File: config.mk
export PLATFORM = sky130hd
export DESIGN_NAME = lpf_coef_ctrl
export DESIGN_NICKNAME = d
export VERILOG_FILES = /design/src/rtl/lpf_coef_ctrl.sv
export SDC_FILE = /design/constraint.sdc
export NUM_CORES = 1
export LEC_CHECK = 0
export ABC_AREA = 1
export CAP_MARGIN = 20
export CORE_MARGIN = 4
export CORE_UTILIZATION = 50
export CTS_CLUSTER_DIAMETER = 80
export DETAILED_ROUTE_END_ITERATION = 8
export HOLD_SLACK_MARGIN = 0.1
export PLACE_DENSITY = 0.84
export SYNTH_ARGS = -nofsm -noshare
export SYNTH_HDL_FRONTEND = slang
export SYNTH_SLANG_ARGS = --single-unit
export TNS_END_PERCENT = 100
File: constraint.sdc
create_clock -name clk -period 4.23 [get_ports clk]
set_clock_uncertainty 0.1 [all_clocks]
set_input_delay 0.423 -clock clk [delete_from_list [all_inputs] [get_ports clk]]
set_output_delay 0.423 -clock clk [all_outputs]
set_load 0.05 [all_outputs]
File: src/rtl/lpf_coef_ctrl.sv
// lpf_coef_ctrl: MIDI CC decoder and coefficient shadow/live bank controller
// for the LPF IIR datapath. CC writes land in a shadow bank; a commit copies
// the shadow bank to the live coefficient bus only while the filter is idle.

`ifndef MIDI_CMD_SIZE
`define MIDI_CMD_SIZE 3
`endif
`ifndef MIDI_CMD_CC
`define MIDI_CMD_CC 3'd3
`endif

module lpf_coef_ctrl #(
  parameter int MIDI_CH    = 0,
  parameter int CC_BASE    = 20,
  parameter int CC_LSB_OFS = 32,
  parameter int CC_COMMIT  = 24
) (
  input  logic                      clk,
  input  logic                      reset,
  input  logic                      midi_rdy,
  input  logic [`MIDI_CMD_SIZE-1:0] midi_cmd,
  input  logic [3:0]                midi_ch_sysn,
  input  logic [6:0]                midi_data0,
  input  logic [6:0]                midi_data1,
  input  logic                      sample_in_rdy,
  input  logic                      sample_out_rdy,
  output logic [89:0]               coefs_flat,
  output logic                      coefs_upd,
  output logic                      commit_pend
);

  // Q2.16 constants: coef0 is fixed at 1.0, coef1..coef4 have reset defaults
  localparam logic [17:0] COEF0     = 18'h10000;
  localparam logic [17:0] DEF_COEF1 = 18'h3F000;
  localparam logic [17:0] DEF_COEF2 = 18'h01000;
  localparam logic [17:0] DEF_COEF3 = 18'h3F000;
  localparam logic [17:0] DEF_COEF4 = 18'h01000;
  localparam logic [3:0][17:0] DEF_BANK = {DEF_COEF4, DEF_COEF3, DEF_COEF2, DEF_COEF1};

  // CC numbers widened to 8 bits so offset subtraction wraps cleanly
  localparam logic [3:0] MIDI_CH_L    = 4'(MIDI_CH);
  localparam logic [7:0] CC_MSB_L     = 8'(CC_BASE);
  localparam logic [7:0] CC_LSB_L     = 8'(CC_BASE + CC_LSB_OFS);
  localparam logic [7:0] CC_COMMIT_L  = 8'(CC_COMMIT);
  localparam logic [7:0] CC_RESET_ALL = 8'd121;
  localparam logic [`MIDI_CMD_SIZE-1:0] CMD_CC = `MIDI_CMD_CC;

  typedef enum logic [1:0] {
    IDLE  = 2'd0,
    PEND  = 2'd1,
    APPLY = 2'd2
  } state_t;

  // Map a 14-bit MSB/LSB pair (offset binary around 8192) to signed Q2.16:
  // flipping the top bit converts offset binary to two's complement, and the
  // four appended zeros scale the step to 16 LSBs.
  function automatic logic [17:0] cc_to_coef(input logic [6:0] msb, input logic [6:0] lsb);
    logic [13:0] v;
    v = {msb, lsb};
    return {~v[13], v[12:0], 4'b0000};
  endfunction

  logic [7:0]        cc_num_s;
  logic [7:0]        msb_off_s;
  logic [7:0]        lsb_off_s;
  logic              ev_acc_s;
  logic              msb_hit_s;
  logic              lsb_hit_s;
  logic              commit_hit_s;
  logic              reset_all_hit_s;
  logic [1:0]        msb_idx_s;
  logic [1:0]        lsb_idx_s;

  logic [3:0][17:0]  shadow_r;
  logic [3:0][17:0]  live_r;
  logic [3:0][6:0]   msb_reg_r;
  logic [3:0]        msb_valid_r;
  logic              commit_req_r;
  logic              busy_r;
  logic              coefs_upd_r;
  logic              commit_pend_r;

  state_t            state_r;
  state_t            state_next_s;
  logic              apply_s;
  logic              pend_s;

  // Decode an incoming MIDI event into MSB / LSB / commit / reset-all hits
  always_comb begin
    cc_num_s        = {1'b0, midi_data0};
    msb_off_s       = cc_num_s - CC_MSB_L;
    lsb_off_s       = cc_num_s - CC_LSB_L;
    msb_idx_s       = msb_off_s[1:0];
    lsb_idx_s       = lsb_off_s[1:0];
    ev_acc_s        = midi_rdy && (midi_cmd == CMD_CC) && (midi_ch_sysn == MIDI_CH_L);
    msb_hit_s       = ev_acc_s && (msb_off_s < 8'd4);
    lsb_hit_s       = ev_acc_s && (lsb_off_s < 8'd4);
    commit_hit_s    = ev_acc_s && (cc_num_s == CC_COMMIT_L);
    reset_all_hit_s = ev_acc_s && (cc_num_s == CC_RESET_ALL);
  end

  // Shadow bank and MSB staging registers written by accepted CC events
  always_ff @(posedge clk) begin
    if (reset) begin
      shadow_r    <= DEF_BANK;
      msb_reg_r   <= '0;
      msb_valid_r <= 4'b0000;
    end else if (reset_all_hit_s) begin
      shadow_r    <= DEF_BANK;
      msb_valid_r <= 4'b0000;
    end else if (msb_hit_s) begin
      msb_reg_r[msb_idx_s]   <= midi_data1;
      msb_valid_r[msb_idx_s] <= 1'b1;
    end else if (lsb_hit_s && msb_valid_r[lsb_idx_s]) begin
      shadow_r[lsb_idx_s]    <= cc_to_coef(msb_reg_r[lsb_idx_s], midi_data1);
      msb_valid_r[lsb_idx_s] <= 1'b0;
    end else begin
      msb_valid_r <= msb_valid_r;
    end
  end

  // Register commit requests (explicit commit CC or Reset All Controllers)
  always_ff @(posedge clk) begin
    if (reset) begin
      commit_req_r <= 1'b0;
    end else begin
      commit_req_r <= commit_hit_s || reset_all_hit_s;
    end
  end

  // Track whether the filter is mid-sample; a start strobe wins over a finish
  always_ff @(posedge clk) begin
    if (reset) begin
      busy_r <= 1'b0;
    end else if (sample_in_rdy) begin
      busy_r <= 1'b1;
    end else if (sample_out_rdy) begin
      busy_r <= 1'b0;
    end else begin
      busy_r <= busy_r;
    end
  end

  // Commit FSM state register
  always_ff @(posedge clk) begin
    if (reset) begin
      state_r <= IDLE;
    end else begin
      state_r <= state_next_s;
    end
  end

  // Commit FSM next-state logic
  always_comb begin
    state_next_s = state_r;
    case (state_r)
      IDLE: begin
        if (commit_req_r) begin
          state_next_s = PEND;
        end else begin
          state_next_s = IDLE;
        end
      end
      PEND: begin
        if (!busy_r && !sample_in_rdy) begin
          state_next_s = APPLY;
        end else begin
          state_next_s = PEND;
        end
      end
      APPLY: begin
        // A sample starting in the APPLY cycle defers the copy so the live
        // bus never moves under a running sample; a new request re-arms PEND.
        if (commit_req_r || sample_in_rdy) begin
          state_next_s = PEND;
        end else begin
          state_next_s = IDLE;
        end
      end
      default: begin
        state_next_s = IDLE;
      end
    endcase
  end

  // Commit FSM outputs: copy strobe and pending indication
  always_comb begin
    apply_s = 1'b0;
    pend_s  = 1'b0;
    case (state_r)
      APPLY: begin
        apply_s = !sample_in_rdy;
      end
      default: begin
        apply_s = 1'b0;
      end
    endcase
    if (state_next_s != IDLE) begin
      pend_s = 1'b1;
    end else begin
      pend_s = 1'b0;
    end
  end

  // Live bank and registered status outputs
  always_ff @(posedge clk) begin
    if (reset) begin
      live_r        <= DEF_BANK;
      coefs_upd_r   <= 1'b0;
      commit_pend_r <= 1'b0;
    end else begin
      if (apply_s) begin
        live_r <= shadow_r;
      end
      coefs_upd_r   <= apply_s;
      commit_pend_r <= pend_s;
    end
  end

  assign coefs_flat  = {live_r, COEF0};
  assign coefs_upd   = coefs_upd_r;
  assign commit_pend = commit_pend_r;

endmodule

; Word level (Yosys, flattened, before mapping)
; Index checks and enable logic that the tools add are counted.
[word_totals]
input_bits = 26
reg_bits = 182
elab_cells = 83
out_inout_bits = 92
[op_classes]
n_bitwise = 6
order_cmp = 6
muxes = 24
eq_ne = 5
add_sub_neg = 2
n_reduce_logical = 22
[ops]
columns = cell, n
row1 = 72-bit bitwise mux, 1
row2 = 18-bit demux with 2-bit select, 1
row3 = 28-bit bitwise mux, 1
row4 = 18-bit 2-to-1 mux, 1
row5 = "8-bit by 3-bit less-than comparator with 1-bit output, second input constant", 2
row6 = 7-bit binary-select mux with 2-bit select, 1
row7 = 7-bit demux with 2-bit select, 1
row8 = 7-bit 2-to-1 mux, 2
row9 = 1-bit logical AND, 10
row10 = 1-bit 2-to-1 mux, 9
row11 = 4-bit 2-to-1 mux, 2
row12 = "7-bit by 5-bit subtractor with 8-bit output, second input constant", 1
row13 = "7-bit by 6-bit subtractor with 8-bit output, second input constant", 1
row14 = "7-bit by 5-bit equality test with 1-bit output, second input constant", 1
row15 = "7-bit equality test, second input constant", 1
row16 = "2-bit by 3-bit less-than comparator with 1-bit output, second input constant", 2
row17 = 2-bit one-hot mux with 3 select lines, 1
row18 = 2-bit nonzero test, 3
row19 = 4-bit bitwise AND, 1
row20 = 1-bit demux with 2-bit select, 2
row21 = "2-bit by 1-bit >= comparator with 1-bit output, second input constant", 2
row22 = 4-bit zero test, 1
row23 = 4-bit inverter, 1
row24 = 4-bit OR, 1
row25 = other kinds (11), 16

; Logic depth before layout (Yosys ltp)
; Gate-level depths: netlist of the first run.
[depth]
word_depth = 9
ltp_mapped = 10
ltp_nobuf = 9

; Worst setup path after synthesis of the first run
; OpenSTA, ideal clock, no wires.
[synth_timing]
path_kind = input-to-reg
start = input port midi_data0[1]
end = register msb_reg_r[13] in the netlist's numbering
path_stages = 8
required_ns = 3.998
path_slack_ns = 2.644
setup_ns = 0.132
t_arrival_ns = 1.353
cell_sequence = buf_2 > nor2_1 > buf_2 > inv_1 > nor2_4 > inv_1 > nand2_1 > a21oi_1
[synth_via]
elab_chain_len = 6
elab_cells_between_ends = 13
cone_classes = add/sub (1) / order compare (3) / eq/ne (1) / mux (3) / bitwise (1) / reduce/logical (4)
[synth_rtl]
columns = element, line
row1 = start: declaration, 23  ; input logic [6:0] midi_data0,
row2 = 7-bit by 5-bit subtractor with 8-bit output, 91  ; msb_off_s = cc_num_s - CC_MSB_L;
row3 = 2-bit by 3-bit less-than comparator with 1-bit output (not written as such) or 2-bit by 1-bit >= comparator with 1-bit output (tied branches), 112  ; msb_reg_r[msb_idx_s] <= midi_data1;
row4 = 1-bit logical AND (not written as such), 112
row5 = 7-bit 2-to-1 mux (not written as such), 112
row6 = 7-bit demux with 2-bit select, 112
row7 = 28-bit bitwise mux, 112
row8 = end signal: indexed assignment, 112
row9 = end: declaration, 76  ; logic [3:0][6:0] msb_reg_r;
; Parallel ways exist; a longest one is shown, timed or not.
; A chain may end at the register's enable or synchronous reset.

==> results of run 1 <==
critical path, delay by kind of cell:
kind | cells | cell delay [ps]
and+or+nand+nor | 4 | 460
AOI/OAI and AO/OA | 1 | 120
buffers and inverters | 5 | 2020
registers in the layout (all words and copies together), names as in the netlist, named ones only:
name,flops
busy_r,1
coefs_flat,56
coefs_upd,1
commit_pend,1
commit_req_r,1
msb_reg_r,28
shadow_r,56
state_r,2
synthesized netlist by cell type (all sizes together):
library cell,count
a211oi,2
a21oi,119
a22oi,2
buf,79
clkbuf,15
clkinv,1
conb,2
dfxtp,150
inv,30
nand2,306
nand3,42
nand4,58
nor2,33
nor3,1
o21ai,3
o31ai,1
kinds of logic after synthesis:
logic type / synth area share [%]
simple gates: 30.4
compound gates: 10.4
buf+inv: 11.1
other cells: 0.120
flops: 47.9
power groups by stage:
stage / Combinational (mW) / Sequential, mW / Clock [mW]
after floorplan: 0.151 / 1.44 / 0
after global placement: 0.166 / 1.44 / 0
after detailed placement: 0.167 / 1.44 / 0
after CTS: 0.168 / 1.41 / 1.73
after global routing: 0.180 / 1.41 / 1.78
final: 0.170 / 1.41 / 1.71
routing by layer:
layer  routed length (µm)  part of all wire (%)  track usage (%)  vias up
met5                    0                     0                0        -
met3                 1100                   7.2             6.08       39
met4                  447                   2.9             9.59        0
met2                 7410                    49             35.3      215
met1                 6210                    41             25.7     2563
li1                     -                     -                -     2792
cells in the final DEF (no fill, tap or decap), drive strengths merged:
master	instances
nand2	306
dfxtp	150
a21oi	119
clkdlybuf4s50	82
nand4	58
nand3	42
conb	34
nor2	33
inv	30
clkbuf	19
buf	10
bufinv	6
clkinv	5
clkinvlp	3
o21ai	3
a22oi	2
a211oi	2
nor3	1
o31ai	1
stage by stage:
stage	cell area (µm²)	power (mW)	hold WS, ps
global placement	6910	1.61	343
CTS	7590	3.31	361
global route	7590	3.38	374
floorplan	6380	1.60	329
detailed placement	6910	1.61	346
finish	7590	3.30	357
cell type report:
cell class	instances	share of cell area, %
Inverter	31	1.57
Multi-Input combinational cell	601	35.4
Clock buffer	19	5.97
Clock inverter	13	2.98
Sequential cell	150	39.6
Tap cell	168	2.77
Timing Repair Buffer	92	11.8
how the worst max path moves through the flow:
stage                   from                    endpoint  slack (ps)  cells past startpoint
4_1_cts        midi_data0[0]                        flop        1420                     10
6_report       midi_data0[0]                        flop        1380                     10
5_1_grt        midi_data0[0]                        flop        1150                     10
3_5_place_dp   midi_data0[0]                        flop         980                     10
3_3_place_gp   midi_data0[0]                        flop        1100                     10
2_1_floorplan  midi_data0[1]  msb_reg_r[13]$_SDFFE_PP0P_        2640                      8
==> run summary, run 1 <==
Worst EP required - 4440 ps
Io pins - 118
Post-cts resize count - 0
Iteration-0 DRC Markers - 439
Clk sink count - 150
Routed Antenna Nets - 0
Area contributors post-synth - dfxtp_1, nand2_1, a21oi_1
Clock Tree Root - clkbuf_16
Hold-critical path depth - 2
Sequential fraction of the synthesis area - 47.9%
Syn Area/Cell - 7.42 µm²
Antenna violations before repair - 0
Sw power - 0.720 mW
Nets - 919
Drt via density - 5.22
Layout cells sized above 1 - 6.40%
Pin slew with the least headroom to its limit - 820 ps
Critical path class - input pin to flop
Combinational Power Share - 5.2%
Seq pwr share - 42.9%
Power share of the clock group - 52.0%
Cell internal pwr - 2.58 mW
Max-slew violations - 0
Setup ws final - 1380 ps
Skew-Pair Late Insertion Delay - 420 ps
Avg WL per Cell - 14.1 µm
Filler cells - 1,087
Worst path slowest cell - clkdlybuf4s50_1
Final WL - 15,200 µm
Yosys warns - 0
GRT Total Usage - 21.3%
Synth cell types - 26
CTS tree - built
Pre-CTS setup slack - 982 ps
Multi-input logic area - 0.00269 mm²
Final period utilization - 67.3%
Post-route DRC violation count - 0
Hold Fails Final Rpt - 0
Area share of the largest cell type after synthesis - 47.9%
Max Cap Viol - 0
First-pass GRT wire length - 24,800 µm
Pwr dens - 434 mW/mm²
TritonRoute pass-1 iters - 5
Unrepaired setup endpoints after global routing - false
Dpl hpwl - 9800 µm
R2r setup slk - 2190 ps
Max Buffers Root-to-Sink - 2
Clock buffer count from CTS - 17
Max VDD drop - 0.373 mV
GPL Wtd Cong - 0.902
Reg2reg path depth - 8
Critical Path Fanout Max - 43
Vias - 5,609
RR Endpoint - shadow_r[58]$_SDFFE_PP0P_
Synth Register Bits - 150
Lkg Pwr - 2.84 nW
Hold Crit Start - shadow_r[52]$_SDFFE_PP1P_
FF+latch area - 0.00300 mm²
Row cnt - 40
Util after Layout - 62.4%
Final Non-Filler Cells - 1,074
Sw Ratio - 21.8%
CTS HTree Levels - 4
CP cell instances - clkdlybuf4s50_1 > inv_4 > nor2_1 > buf_4 > nand3_1 > o21ai_2 > buf_4 > inv_2 > nand2_1 > nor2_1
Status - completed
Rel. slew slack - 45.4%
P&R area growth vs syn - 21.2%
CP startpoint kind - input pin
FMAX - 0.351 GHz
Max incr delay on CP - 940 ps
Post-CTS setup buffers - 0
Syn Std Cell Area - 0.00626 mm²
Final setup TNS - 0 ps
Cells after DPL - 1,042
GR Overflow Total - 0
IO Port Bufs - 83
Final worst path period need - 2850 ps
Clock-pin slew on the worst setup and hold paths - 60 ps
Final setup viols - 0
Die area - 0.0144 mm²
Antenna fix cells - 0
WHS Endpoint - coefs_flat[70]$_SDFFE_PP1P_
Post-synth top area cell - dfxtp_1
CTS Hold Bufs - 0
Initial Util - 51.5%
Pin count of the biggest net entering global routing - 77
Die Span Y - 120 µm
Vias in the first global route - 5,209
Worst Hold Class - flop to flop
Syn Inst Count - 844
Critical path capture point type - flop
Data arrival time at the worst-slack endpoint - 3060 ps
Core Region - 0.0122 mm²
Die width - 120 µm
Power figures use the tool's default switching activity.
==> run 2, diff against run 1 <==
clock period = 2.75 ns   (was 4.23 ns; I/O delays follow)
==> run 2 against run 1 <==
  * Routed wire length is 2.0% higher
  * Clock-buffer cell count is 2 higher
  * Final area is 0.53% higher
  * Clock power is 39% higher
  * Register-to-register slack worse by 990 ps
  * Largest power group unchanged
==> run summary, run 2 (synthesis gave the netlist of run 1 again) <==
WHS Endpoint - coefs_flat[67]$_SDFFE_PP1P_
Max VDD drop - 0.504 mV (+35%)
Combinational Power Share - 5.5% (+0.3 points)
Final setup viols - 0 (unchanged)
RR Endpoint - shadow_r[62]$_SDFFE_PP0P_
Finished Cell Area - 0.00763 mm² (+0.53%)
Hold-critical path depth - 3 (+1)
Antenna violations before repair - 0 (unchanged)
Die Span Y - 120 µm (unchanged)
Final setup TNS - 0 ps (unchanged)
Max Cap Viol - 0 (unchanged)
Sw Ratio - 22.8% (+0.94 points)
Critical path's top delay family - buffers and inverters
Max-slew violations - 0 (unchanged)
CTS Hold Bufs - 0 (unchanged)
Commonest non-fill, non-tap cell in the layout - nand2_1
Die width - 120 µm (unchanged)
FMAX - 0.507 GHz
Vias - 5,724 (+2.1%)
CP cell instances - clkdlybuf4s50_1
First-pass GRT wire length - 24,700 µm (-0.33%)
Filler cells - 1,048 (-3.6%)
Util after Layout - 62.8% (+0.33 points)
Final period utilization - 71.7%
Layout cells sized above 1 - 7.31% (+0.91 points)
Io pins - 118 (unchanged)
Hold Crit Start - reset
CTS HTree Levels - 4 (unchanged)
Hold Fails Final Rpt - 0 (unchanged)
CP startpoint kind - flop
Clock Tree Root - clkbuf_16
Critical path class - flop to output port
Status - completed
Met1 Use GR - 27.5% (+1.8 points)
Crit path buf inv count - 1 (-4)
Nets - 929 (+1.1%)
Total Power - 4.82 mW (+46%)
Routed Antenna Nets - 0 (unchanged)
Dpl hpwl - 10,300 µm (+5.0%)
Initial Util - 51.5% (unchanged)
GRT Total Usage - 21.3% (about the same)
Final worst path period need - 1970 ps
Worst path slowest cell - clkdlybuf4s50_1
Worst Hold Class - input pin to flop
GPL Wtd Cong - 0.862 (-4.4%)
Max incr delay on CP - 830 ps (-110 ps)
Post-cts resize count - 0 (unchanged)
Iteration-0 DRC Markers - 461 (+5.0%)
Reg2reg path depth - 7 (-1)
Critical path capture point type - output port
Data arrival time at the worst-slack endpoint - 1600 ps (-1460 ps)
CTS tree - built
Seq pwr share - 45.1% (+2.2 points)
GRT met3 Usage - 5.51% (-0.57 points)
Lkg Pwr - 2.86 nW (+0.95%)
Vias in the first global route - 5,079 (-2.5%)
Avg WL per Cell - 14.3 µm (+1.0%)
Final Non-Filler Cells - 1,084 (+0.93%)
Sw power - 1.10 mW (+52%)
Skew-Pair Late Insertion Delay - 420 ps (about the same)
Most crowded layer after global routing - met2
Drt via density - 5.28 (+1.1%)
Unrepaired setup endpoints after global routing - false
GR Overflow Total - 0 (unchanged)
Core Region - 0.0122 mm² (unchanged)
Final WL - 15,500 µm (+2.0%)
Clock-pin slew on the worst setup and hold paths - 60 ps (about the same)
Die area - 0.0144 mm² (unchanged)
Power share of the clock group - 49.4% (-2.6 points)
R2r setup slk - 1200 ps (-990 ps)
Clock buffer count from CTS - 17 (unchanged)
Critical Path Fanout Max - 2 (-95%)
Most frequent cells in the layout - nand2_1, dfxtp_1, a21oi_1
P&R area growth vs syn - 21.9%
Cell internal pwr - 3.72 mW (+44%)
Clk sink count - 150 (unchanged)
Cells after DPL - 1,052 (+0.96%)
Pin slew with the least headroom to its limit - 801 ps (-18.4 ps)
Antenna fix cells - 0 (unchanged)
IO Port Bufs - 83 (unchanged)
Row cnt - 40 (unchanged)
Pin count of the biggest net entering global routing - 77 (unchanged)
Post-route DRC violation count - 0 (unchanged)
Placed Area - 0.00701 mm² (+1.4%)
Rel. slew slack - 46.6% (+1.2 points)
Post-CTS setup buffers - 0 (unchanged)
Max Buffers Root-to-Sink - 2 (unchanged)
M2 GR Usage - 34.7% (-0.60 points)
Pwr dens - 632 mW/mm² (+45%)
Worst EP required - 2380 ps (-2060 ps)
TritonRoute pass-1 iters - 5 (unchanged)
-- run 2: worst max-delay path by stage --
stage	slack, ps	cells after the start	to	startpoint
after global routing	720	9	shadow_r[62]$_SDFFE_PP0P_	midi_data0[0]
after global placement	550	8	msb_reg_r[10]$_SDFFE_PP0P_	midi_data0[1]
after detailed placement	490	9	shadow_r[59]$_SDFFE_PP0P_	midi_data0[0]
after CTS	760	1	coefs_flat[28]	coefs_flat[28]$_SDFFE_PP0P_
after floorplan	1310	8	msb_reg_r[13]$_SDFFE_PP0P_	midi_data0[1]
final	780	1	coefs_flat[28]	coefs_flat[28]$_SDFFE_PP0P_
-- run 2: metal layers --
metal	wire length (µm)	vias up
met5	0	-
met1	6480	2648
met4	259	0
met2	7670	231
li1	-	2821
met3	1060	24
-- run 2: final cells by class --
class	instances	area (µm²)	area share [%]
Multi-Input combinational cell	601	2690	35.2
Clock inverter	11	149	1.95
Inverter	31	119	1.56
Timing Repair Buffer	102	993	13.0
Tap cell	168	210	2.75
Sequential cell	150	3000	39.3
Clock buffer	21	470	6.16
-- run 2: power groups by stage --
stage	clock [mW]	combinational, mW	sequential, mW
finish	2.38	0.267	2.17
global route	2.50	0.280	2.17
CTS	2.40	0.262	2.17
detailed placement	0	0.261	2.22
global placement	0	0.259	2.22
floorplan	0	0.232	2.22
-- run 2: through the flow --
| stage | hold WS, ps | setup slack, ps |
|---|---|---|
| floorplan | 278 | 1310 |
| global placement | 341 | 545 |
| detailed placement | 343 | 488 |
| CTS | 240 | 764 |
| global route | 281 | 718 |
| finish | 255 | 777 |
-- run 2: tightest hold or removal path: cells and delay by family --
family	cells	cell delay (ps)
AND/OR/NAND/NOR	1	160
buffers and inverters	2	300
==> run 3, diff against run 2 <==
clock period = 1.97 ns   (was 2.75 ns; I/O delays follow)
==> run 3 against run 2 <==
  * Clock power increased by 39%
  * Sequential share of layout area decreased by 1.1 points
  * Die area did not move
  * Combinational power up 49%
  * Hold slack gained 3.4 ps
  * First-iteration DRC count grew 9.1%
==> run summary, run 3 (synthesis gave the netlist of run 1 again) <==
Finished Cell Area - 0.00784 mm² (+2.8%)
Clk sink count - 150 (unchanged)
Worst EP required - 1670 ps (-710 ps)
GR Overflow Total - 0 (unchanged)
Drt via density - 5.21 (-1.4%)
Die Span Y - 120 µm (unchanged)
Worst path slowest cell - clkdlybuf4s50_1
Io pins - 118 (unchanged)
Vias in the first global route - 5,274 (+3.8%)
Post-CTS setup buffers - 0 (unchanged)
Rel. slew slack - 47.2% (+0.63 points)
R2r setup slk - 460 ps (-740 ps)
Critical Path Fanout Max - 2 (unchanged)
FMAX - 0.529 GHz
Antenna violations before repair - 0 (unchanged)
IO Port Bufs - 83 (unchanged)
Lkg Pwr - 3.00 nW (+4.9%)
Clock-pin slew on the worst setup and hold paths - 60 ps (about the same)
Final period utilization - 95.9%
Unrepaired setup endpoints after global routing - false
Max-slew violations - 0 (unchanged)
Pin count of the biggest net entering global routing - 77 (unchanged)
Post-cts resize count - 0 (unchanged)
TritonRoute pass-1 iters - 5 (unchanged)
Commonest non-fill, non-tap cell in the layout - nand2_1
Row cnt - 40 (unchanged)
Post-route DRC violation count - 0 (unchanged)
Setup ws final - 80.1 ps (-697 ps)
GRT Total Usage - 21.7% (+0.34 points)
Critical path's top delay family - buffers and inverters
Critical path class - flop to output port
Critical path capture point type - output port
Pre-CTS setup slack - -104 ps (-592 ps)
Die area - 0.0144 mm² (unchanged)
Initial Util - 51.5% (unchanged)
Crit path buf inv count - 1 (unchanged)
Layout cells sized above 1 - 9.47% (+2.2 points)
Vias - 5,769 (+0.79%)
Pin slew with the least headroom to its limit - 792 ps (-9.50 ps)
CP startpoint kind - flop
Antenna fix cells - 0 (unchanged)
Die width - 120 µm (unchanged)
Dpl hpwl - 10,400 µm (+1.2%)
GPL Wtd Cong - 0.915 (+6.1%)
First-pass GRT wire length - 25,200 µm (+1.6%)
Status - completed
Most frequent cells in the layout - nand2_1, dfxtp_1, a21oi_1
WHS Endpoint - busy_r$_SDFFE_PP0P_
Hold-critical path depth - 2 (-1)
Placed Area - 0.00722 mm² (+3.0%)
Final setup viols - 0 (unchanged)
Worst Hold Class - input pin to flop
Routed Antenna Nets - 0 (unchanged)
Clock Tree Root - clkbuf_16
Reg2reg path depth - 7 (unchanged)
Nets - 953 (+2.6%)
RR Endpoint - shadow_r[66]$_SDFFE_PP1P_
Final worst path period need - 1890 ps
Clock buffer count from CTS - 17 (unchanged)
P&R area growth vs syn - 25.2%
Avg WL per Cell - 14.0 µm (-1.8%)
Pwr dens - 861 mW/mm² (+36%)
Data arrival time at the worst-slack endpoint - 1590 ps (about the same)
Max VDD drop - 0.903 mV (+79%)
CP cell instances - clkdlybuf4s50_1
Total Power - 6.75 mW (+40%)
CTS tree - built
Skew-Pair Late Insertion Delay - 420 ps (about the same)
Core Region - 0.0122 mm² (unchanged)
CTS HTree Levels - 4 (unchanged)
Hold Fails Final Rpt - 0 (unchanged)
Final WL - 15,500 µm (+0.37%)
Max incr delay on CP - 810 ps (-20 ps)
Max Buffers Root-to-Sink - 2 (unchanged)
Max Cap Viol - 0 (unchanged)
Hold slack final - 258 ps (+3.38 ps)
Iteration-0 DRC Markers - 503 (+9.1%)
Hold Crit Start - sample_out_rdy
## run 3: final cells by class
class	count	area (µm²)
fill	1055	4320
sequential	150	3000
multi-input combinational	601	2690
timing repair buffer	126	1210
clock buffer	23	488
tap	168	210
clock inverter	9	123
inverter	31	119
## run 3: worst max-delay path by stage
stage	slack (ps)	start	end	depth (start not counted)
floorplan	610	midi_data0[1]	msb_reg_r[13]$_SDFFE_PP0P_	8
global placement	-40	midi_data0[0]	flop	8
detailed placement	-100	midi_data0[0]	msb_reg_r[4]$_SDFFE_PP0P_	8
CTS	70	coefs_flat[31]$_SDFFE_PP1P_	coefs_flat[31]	1
global route	40	coefs_flat[31]$_SDFFE_PP1P_	coefs_flat[31]	1
finish	80	coefs_flat[31]$_SDFFE_PP1P_	coefs_flat[31]	1
## run 3: per-layer routing
| layer | track usage [%] | vias to the layer above | share of wire, % |
|---|---|---|---|
| met2 | 35.9 | 227 | 48 |
| met1 | 26.6 | 2641 | 42 |
| met4 | 8.45 | 0 | 2.4 |
| met3 | 6.31 | 43 | 7.9 |
| met5 | 0 | - | 0 |
| li1 | - | 2858 | - |
## run 3: through the flow
stage | utilization [%] | std cells | setup TNS, ps
floorplan | - | 876 | 0
global placement | 59.4 | 1075 | -1200
detailed placement | 59.4 | 1075 | -3120
CTS | 64.5 | 1108 | 0
global route | 64.5 | 1108 | 0
finish | 64.5 | 1108 | 0
## run 3: timing repair
| action | CTS | global route |
|---|---|---|
| setup endpoints to repair | 0 | 0 |
| hold endpoints to repair | 13 | 0 |
| hold buffers | 1 | 0 |
## run 3: power by group
part	switching (mW)	internal (mW)	total [mW]	leakage [nW]
clock	1.20	2.12	3.32	0.303
sequential	0.000356	3.04	3.04	1.21
combinational	0.306	0.0927	0.399	1.49
total	1.51	5.24	6.75	3.00
==> edit: new RTL, config.mk and constraints of run 2 <==
`MIDI_CMD_SIZE`: 3 -> 6.
--- a/src/rtl/lpf_coef_ctrl.sv
+++ b/src/rtl/lpf_coef_ctrl.sv
@@ -4,5 +4,5 @@
 
 `ifndef MIDI_CMD_SIZE
-`define MIDI_CMD_SIZE 3
+`define MIDI_CMD_SIZE 6
 `endif
 `ifndef MIDI_CMD_CC
Ports: changed (resized midi_cmd); port bits go from 118 to 121. The function was not compared with the original's and may differ.
==> edit against run 2 <==
Cell area up 3.3%. Total power down 6.8%. Sequential cell count is the same. Routed wire length about the same. Setup slack got worse by 0.11 ns. Non-clock buffer count increased by 4. Global-route usage down 0.22 points. Clock power decreased by 15%. Area after synthesis is 3.7% higher. Core utilization fell by 0.51 points. Largest power group is now sequential cells. Highest routed layer unchanged.
==> edit: results <==
[route]
wire_per_inst_um = 13.3
dr.pass1.iters = 4
via_count = 5911
drt_iter0_drc = 453

[grt]
track_usage_pct = 21.1
grt_pass1_wl_um = 25300
antenna_found_initial = 0
grt_pass1_vias = 5424
grt_max_degree = 99

[worst_hold_path]
whs_path_depth = 2
hold_class = input port to flop
whs_endpoint = busy_r
min_from = sample_out_rdy

[placement]
gp_congestion = 0.888
port_buffers = 86
dpl.hpwl_um = 10500

[synthesis]
yosys-top-cells-area = dfxtp_1, nand2_1, inv_1
async_reset_ff_share_pct = 0
synth_compound_area_share_pct = 9.96
yosysUniqueCellTypes = 30
synthTopCellsByCount = nand2_1, dfxtp_1, inv_1
synth_xor_area_share_pct = 0
synth-seq-area-share_pct = 46.2
synthAdderAreaFrac_pct = 0

[critical_path]
regToRegEndpoint = shadow_r[34]
r2r_slack_ns = 0.85
path_max_fanout = 19
r2r_cells = 10
crit_arrival_ns = 2.29

[finish]
insertedDiodeCount = 0
drive_gt1_share_pct = 6.44
fillers = 1110
nets = 1012

[clock_tree]
post_cts_buffers = 0
clockBufferDepth = 2
cts_resized = 0
clk_pin_slew_worst_paths_ns = 0.06
numCtsBuffers = 17
htree_num_levels = 4
cts-root-buf = clkbuf_16

[power_and_ir_drop]
ir_worst_vdd_mv = 0.335
power.leakage_nw = 3.49
p_int_mw = 3.41

[sta]
worst_slew_pin_slew_ns = 0.586

[run_status]
status = finished clean
-- edit: changes by cell type in the layout (fill, tap and decap cells not counted), moves of 7 or more --
cell,before,now
nand3_1,40,47
o21ai_0,2,43
a21oi_1,119,75
nand2_1,304,230
inv_1,26,110
nor2_1,26,76
-- edit: worst max-delay path by stage --
stage	startpoint	to	slack, ns	depth (start not counted)
after floorplan	midi_cmd[3]	shadow_r[31]	1.21	8
after global placement	midi_data0[5]	shadow_r[34]	0.39	9
after detailed placement	midi_data0[5]	shadow_r[31]	0.31	10
after CTS	midi_data0[5]	shadow_r[34]	0.69	9
after global routing	midi_data0[5]	shadow_r[31]	0.51	10
final	midi_data0[5]	shadow_r[34]	0.67	9
-- edit: final cells by class --
cell class / count / share of cell area, %
Tap cell: 172 / 2.73
Sequential cell: 150 / 38.1
Timing Repair Buffer: 106 / 13.0
Clock inverter: 10 / 0.746
Clock buffer: 20 / 5.79
Multi-Input combinational cell: 592 / 34.2
Inverter: 116 / 5.52
-- edit: cells by family (layout without fill, tap and decap cells) --
group,Yosys count,in the layout
buf+inv,204,252
compound gates,126,126
flops,150,150
simple gates,432,432
other cells,2,34
-- edit: power by group through the flow --
| stage | clock network [mW] | logic, mW | registers [mW] |
|---|---|---|---|
| finish | 2.03 | 0.290 | 2.17 |
| global route | 2.15 | 0.309 | 2.17 |
| global placement | 0 | 0.283 | 2.22 |
| detailed placement | 0 | 0.286 | 2.22 |
| floorplan | 0 | 0.236 | 2.22 |
| CTS | 2.06 | 0.286 | 2.17 |
-- edit: metrics by stage --
step	hold WS [ns]	setup slack [ns]	util, %	area (sq um)	instances
4_1_cts	0.342	0.695	62.2	7890	1166
6_report	0.347	0.670	62.2	7890	1166
2_1_floorplan	0.278	1.21	-	6620	946
5_1_grt	0.340	0.509	62.2	7890	1166
3_5_place_dp	0.345	0.309	58.2	7370	1136
3_3_place_gp	0.342	0.392	58.2	7370	1136
-- edit: layer usage --
layer | part of all wire [%] | GRT usage [%] | up-vias
li1 | - | - | 3000
met1 | 44 | 26.8 | 2677
met2 | 48 | 35.3 | 208
met3 | 6.4 | 4.69 | 26
met4 | 1.7 | 7.84 | 0
met5 | 0 | 0 | -
-- edit: critical path: stages --
cell and delay (ns):
clkdlybuf4s50_1 0.61, nand2_1 0.14, o21ai_1 0.15, nand2_1 0.07
nor2_2 0.38, buf_4 0.22, nand3_4 0.18, nor2_1 0.19
nor2_1 0.07
